**src/rtl/mem_wb_stage.sv**
```systemverilog
// MEM stage of the five-stage MIPS pipeline: data-memory req/ack port, upstream stall, MEM/WB register.
// Optional access timeout with sticky memErr is enabled by defining MEM_TIMEOUT_EN.
module mem_wb_stage #(
  parameter int unsigned TIMEOUT = 16
) (
  input  logic        clk,
  input  logic        reset,
  input  logic [31:0] ALUIn,
  input  logic [31:0] DbIn,
  input  logic [4:0]  AwIn,
  input  logic        RegWrIn,
  input  logic        MemWrIn,
  input  logic        MemToRegIn,
  input  logic [31:0] instrIn,
  output logic [31:0] memAddr,
  output logic [31:0] memWData,
  output logic        memWr,
  output logic        memReq,
  input  logic        memAck,
  input  logic [31:0] memRData,
  output logic        stall,
  output logic [31:0] WbDataOut,
  output logic [4:0]  AwOut,
  output logic        RegWrOut,
  output logic [31:0] instrOut,
  output logic        memErr
);

  typedef enum logic {StIdle, StWait} state_e;

  state_e      state_q, state_d;
  logic        mem_op, req, stall_int, complete, timed_out, timeout_hit;
  logic [31:0] wb_data_q, wb_data_d, instr_q, instr_d;
  logic [4:0]  aw_q, aw_d;
  logic        reg_wr_q, reg_wr_d;

  if (TIMEOUT < 1) begin : g_timeout_chk
    $error("TIMEOUT must be at least 1");
  end

  assign mem_op   = MemWrIn | MemToRegIn;
  assign memAddr  = ALUIn;
  assign memWData = DbIn;
  // Reset forces the port idle even though the inputs may still carry a memory op.
  assign memWr    = MemWrIn & ~reset;
  assign memReq   = req & ~reset;
  assign stall    = stall_int & ~reset;

`ifdef MEM_TIMEOUT_EN
  logic [31:0] cnt_q;
  logic        err_q;

  assign timeout_hit = (state_q == StWait) && (cnt_q == TIMEOUT);
  assign memErr      = err_q;

  always_ff @(posedge clk or posedge reset) begin
    if (reset) begin
      cnt_q <= '0;
      err_q <= 1'b0;
    end else begin
      cnt_q <= (state_q == StIdle) ? '0 : cnt_q + 32'd1;
      err_q <= err_q | timed_out;
    end
  end
`else
  assign timeout_hit = 1'b0;
  assign memErr      = 1'b0;
`endif

  always_comb begin
    state_d   = state_q;
    req       = 1'b0;
    stall_int = 1'b0;
    complete  = 1'b0;
    timed_out = 1'b0;
    unique case (state_q)
      StIdle: begin
        if (!mem_op) begin
          complete = 1'b1;
        end else begin
          req = 1'b1;
          if (memAck) begin
            complete = 1'b1;
          end else begin
            stall_int = 1'b1;
            state_d   = StWait;
          end
        end
      end
      StWait: begin
        if (timeout_hit) begin
          timed_out = 1'b1;
          state_d   = StIdle;
        end else begin
          req = 1'b1;
          if (memAck) begin
            complete = 1'b1;
            state_d  = StIdle;
          end else begin
            stall_int = 1'b1;
          end
        end
      end
      default: state_d = StIdle;
    endcase
  end

  always_comb begin
    wb_data_d = '0;
    aw_d      = '0;
    reg_wr_d  = 1'b0;
    instr_d   = '0;
    if (complete) begin
      // A store wins when both control bits are set, so read data is ignored.
      wb_data_d = (MemToRegIn && !MemWrIn) ? memRData : ALUIn;
      aw_d      = AwIn;
      reg_wr_d  = RegWrIn;
      instr_d   = instrIn;
    end else if (timed_out) begin
      aw_d    = AwIn;
      instr_d = instrIn;
    end
  end

  always_ff @(posedge clk or posedge reset) begin
    if (reset) begin
      state_q   <= StIdle;
      wb_data_q <= '0;
      aw_q      <= '0;
      reg_wr_q  <= 1'b0;
      instr_q   <= '0;
    end else begin
      state_q   <= state_d;
      wb_data_q <= wb_data_d;
      aw_q      <= aw_d;
      reg_wr_q  <= reg_wr_d;
      instr_q   <= instr_d;
    end
  end

  assign WbDataOut = wb_data_q;
  assign AwOut     = aw_q;
  assign RegWrOut  = reg_wr_q;
  assign instrOut  = instr_q;

endmodule

```
**config.mk**
```make
export PLATFORM = sky130hd
export DESIGN_NAME = mem_wb_stage
export DESIGN_NICKNAME = d
export VERILOG_FILES = /design/src/rtl/mem_wb_stage.sv
export SDC_FILE = /design/constraint.sdc
export NUM_CORES = 1
export LEC_CHECK = 0
export ABC_AREA = 0
export BUFFER_PORTS_ARGS = -buffer_cell sky130_fd_sc_hd__buf_2
export CELL_PAD_IN_SITES_DETAIL_PLACEMENT = 2
export CELL_PAD_IN_SITES_GLOBAL_PLACEMENT = 2
export CORE_ASPECT_RATIO = 0.9
export CORE_MARGIN = 1.5
export CORE_UTILIZATION = 23
export CTS_BUF_LIST = sky130_fd_sc_hd__clkbuf_4 sky130_fd_sc_hd__clkbuf_8
export CTS_CLUSTER_SIZE = 30
export DETAILED_ROUTE_END_ITERATION = 8
export PLACE_DENSITY_LB_ADDON = 0.1
export SLEW_MARGIN = 20
export SYNTH_ARGS = -nofsm -noshare
export SYNTH_HDL_FRONTEND = slang
export SYNTH_SLANG_ARGS = --single-unit
```
**constraint.sdc**
```tcl
create_clock -name clk -period 3.3 [get_ports clk]
set_input_delay 0.165 -clock clk [delete_from_list [all_inputs] [get_ports clk]]
set_output_delay 0.165 -clock clk [all_outputs]
set_load 0.05 [all_outputs]
```
**Yosys cells after proc, flatten, opt, wreduce, memory -nomap -nowiden**

Index checks and enable logic that the tools add are counted.

- Register bits after elaboration: 71
- Latch bits: 0
- Bits in writable memories: 0
- Bits in read-only memories: 0
- Input port bits: 139
- Output and inout bits: 138
- Logic and storage cells: 26
- Memories: 0

- Add/subtract/negate cells: 0
- $mul: 0
- Divide/modulo/power cells: 0
- Magnitude comparators: 0
- Eq/ne operators: 0
- Shift operators: 0
- Multiplexer cells: 13
- Bitwise operators: 6
- Reduce and logical (&&, ||, !) cells: 2

Operators by type and width:

| operator | count |
|---|---|
| 32-bit 2-to-1 mux | 3 |
| 1-bit 2-to-1 mux | 6 |
| 1-bit one-hot mux with 2 select lines | 3 |
| 5-bit 2-to-1 mux | 1 |
| 1-bit AND | 3 |
| 1-bit NOT | 2 |
| 1-bit logical AND | 1 |
| 1-bit logical NOT | 1 |
| 1-bit bitwise OR | 1 |

**Depth between registers and ports, before layout**

- Word-level depth: 4
- Depth in mapped cells: 6

**Worst setup path before layout**

Ideal clock, no wire load.

- Kind: register -> output
- Start point: register state_q
- End point: output stall
- Data arrival time: 1473 ps
- Required time: 3135 ps
- Path slack: 1662 ps
- Cell stages (with the launch flop): 3
- Path buffers: 0
- Cells stage by stage: dfrtp_1 > nor3_4 > nor3_1

- Word-level cells in the longest chain between the ends: 3

RTL lines:

| item | line | source |
|---|---|---|
| from (decl) | 31 | `state_e state_q, state_d;` |
| from (signal assigned) | 127 | `state_q <= StIdle;` |
| from (signal assigned) | 133 | `state_q <= state_d;` |
| 1-bit NOT | - |  |
| 1-bit one-hot mux with 2 select lines * | 76 | `unique case (state_q)` |
| 1-bit AND * | 47 | `assign stall = stall_int & ~reset;` |
| to (decl) | 21 | `output logic stall,` |

Every way passes the cells marked *; elsewhere a longest branch is shown, timed or not.

**Final worst setup path**

- Start point: register state_q
- End point: register wb_data_q[10], in the netlist WbDataOut[10]

- Word-level cells in the longest chain between the ends: 3

RTL lines:

| item | line | source |
|---|---|---|
| 1-bit NOT | - |  |
| 1-bit one-hot mux with 2 select lines * | 76 |  |
| 32-bit 2-to-1 mux * | 113 | `if (complete) begin` |
| via wb_data_d[10] | 33 | `logic [31:0] wb_data_q, wb_data_d, instr_q, instr_d;` |
| to (signal assigned) | 134 | `wb_data_q <= wb_data_d;` |
| to (decl) | 33 |  |

The timed path passes the listed nets; every way through them passes the cells marked *.

==> run summary <==
WHS -> 0.0272 ns
Initial Util -> 23.4%
reg2reg path depth -> 3
xor and xnor area share after synthesis -> 0%
Final Slew Violations -> 0
worst clock skew -> 0.0128 ns
DR WL/cell -> 17.1 µm
wire length of the first global-routing pass -> 16.4 mm
max cap viols -> 0
Post-Syn Nets -> 406
Starting DRT DRC Count -> 78
WHS Endpoint -> instrOut[9]
Fin. Hold Viols -> 0
relative slew slack -> 33.6%
ys flop type -> dfrtp_1
post-synthesis compound-gate area fraction -> 17.9%
Clock Tree Buf Depth -> 2
Worst setup EP type -> register
share of the synthesized area in the top cell type -> 54.5%
final period utilization -> 54.1%
simple logic cell fraction of the synthesized area -> 8.60%
share of layout cells above drive strength 1 -> 55.9%
GRT Resource Usage Total -> 15.0%
CTS tree -> yes
ranking of synthesized cells by area -> dfrtp_1, buf_4, o2bb2ai_1
Die Ht -> 116 µm
status -> finished, final reports clean
vias -> 2641
critical path peak fanout -> 32
# port buffers -> 211
most frequent cells after synthesis -> dfrtp_1, buf_4, nor2b_1
Clock Root Buffer -> clkbuf_8
clk_lat worst skew -> 0.37 ns
Leakage -> 2.27 nW
mux contribution to synthesized area -> 0%
worst slack, placed -> 1.51 ns
Die ar. -> 0.0149 mm²
post-synth cell types -> 16
Post-Synthesis Cells -> 267
setup TNS -> 0 ns
RSZ-0062 raised after global routing -> false
Synth area leader -> dfrtp_1
Pre-Repair DR Iteration Count -> 4
Setup CP Type -> register to register
Slew @ Worst Pin -> 0.994 ns
post-DR vias/cell -> 4.16
most common cell in the netlist -> dfrtp_1
worst r2r src -> state_q
Synth Area per Inst -> 12.2 µm²
Synth Area in Adders -> 0%
sequential share of the synthesized area -> 54.5%
R2R Setup Slk -> 1.51 ns
Cell Rows -> 41
largest net degree at the start of global routing -> 55
Yosys warning total -> 0
Area Overhead vs Synth -> 38.2%
synthesized area -> 0.00326 mm²
fillcell total -> 1581
RD Place Congestion -> 0.677
gr ovfl total -> 0
DRC violations left -> 0
final HPWL from detailed placement -> 7.52 mm
Total Wirelength -> 10.9 mm
post-synthesis register bit count -> 71
nets@finish -> 576
WP data arrival -> 2.07 ns
vias in the first global route -> 2816
# H-tree levels -> 3
VDD IR max -> 0.000161 V
Routed Antenna Nets -> 0
ANT cells -> 0
die width -> 128 µm
worst hold path type -> input port to register
CTS Sinks -> 71
post_cts resized -> 0
Tmin final -> 1.79 ns
hold_sp -> instrIn[9]
largest family of logic cells by synthesized area -> buffers and inverters
io pins -> 277
Sequential Area -> 0.00178 mm²
Setup-failing EPs final -> 0
initial antenna violation count -> 0
FF-to-FF End -> WbDataOut[10]
Core ar. -> 0.0140 mm²
fin worst setup slack -> 1.51 ns
CP required -> 3.59 ns
PD cells -> 523 mW/mm²
number of flops mapped to enable cells by yosys -> 0
crit path launch type -> register
TritonCTS Buffers -> 9
multi-input logic area -> 885 µm²
hold path cells -> 2
Clk pin slew, worst setup/hold paths -> 0.09 ns
fmax -> 0.560 GHz
asr flop ratio synth -> 100%
==> cell type report <==
| type | instances | share of cell area, % |
|---|---|---|
| Clock buffer | 9 | 2.75 |
| Inverter | 2 | 0.222 |
| Timing Repair Buffer | 242 | 30.8 |
| Tap cell | 193 | 5.36 |
| Multi-Input combinational cell | 111 | 19.6 |
| Clock inverter | 7 | 1.72 |
| Sequential cell | 71 | 39.5 |
==> critical path, cell delays in order (launching register included) <==
cell and delay, ns:
dfrtp_1 0.43, nor2_4 0.78, a22oi_1 0.26, o2bb2ai_1 0.23
==> through the flow <==
step | total power [mW] | cell area [µm²] | util (%) | instances
after global routing | 2.47 | 4500 | 32.3 | 635
after floorplan | 1.53 | 3260 | - | 267
after global placement | 1.60 | 4000 | 28.7 | 591
after detailed placement | 1.60 | 4000 | 28.7 | 591
final | 2.35 | 4500 | 32.3 | 635
after CTS | 2.40 | 4460 | 32.0 | 633
==> state kept, by name (all words and copies together) (netlist names) <==
register   flops
AwOut          5
WbDataOut     32
RegWrOut       1
state_q        1
instrOut      32
==> kinds of logic (layout without fill, tap and decap cells) <==
family                 count (synthesis)  count (layout)
other                                  1               1
AO/OA/AOI/OAI                         65              65
flip-flops                            71              71
AND/OR/NAND/NOR                       45              45
buffers and inverters                 85             260
==> report_power, final <==
group / switching (mW) / internal (mW) / total (mW)
Sequential: 0.0163 / 0.931 / 0.947
Combinational: 0.477 / 0.183 / 0.660
Clock: 0.387 / 0.358 / 0.746
==> layout by cell type (no fill, tap or decap), types with 2 or more instances in the layout <==
| cell | count |
|---|---|
| dfrtp_1 | 71 |
| a22oi_1 | 22 |
| a22oi_2 | 10 |
| nor2_1 | 2 |
| buf_2 | 211 |
| nor2b_1 | 38 |
| clkbuf_8 | 9 |
| inv_6 | 4 |
| buf_4 | 2 |
| dlygate4sd3_1 | 27 |
| o2bb2ai_1 | 32 |
==> layer usage <==
metal / GRT usage, % / wire [µm] / share of wire (%) / vias to the layer above
met5: 0 / 0 / 0 / -
met4: 5.62 / 184 / 1.7 / 0
met3: 5.59 / 879 / 8.1 / 15
met2: 26.1 / 5570 / 51 / 132
met1: 16.7 / 4250 / 39 / 1296
li1: - / - / - / 1198
==> how the worst max path moves through the flow <==
stage	start	end
final	state_q	WbDataOut[10]
after global routing	state_q	WbDataOut[10]
after CTS	state_q	WbDataOut[10]
after detailed placement	state_q	WbDataOut[16]
after global placement	state_q	WbDataOut[14]
after floorplan	reset	AwOut[0]
==> timing repair <==
| item | CTS | global route |
|---|---|---|
| buffers inserted | 0 | 0 |
| hold buffers | 26 | 1 |
| endpoints found under the hold margin | 26 | 47 |
Note: power is estimated with default switching activity, not from simulation.
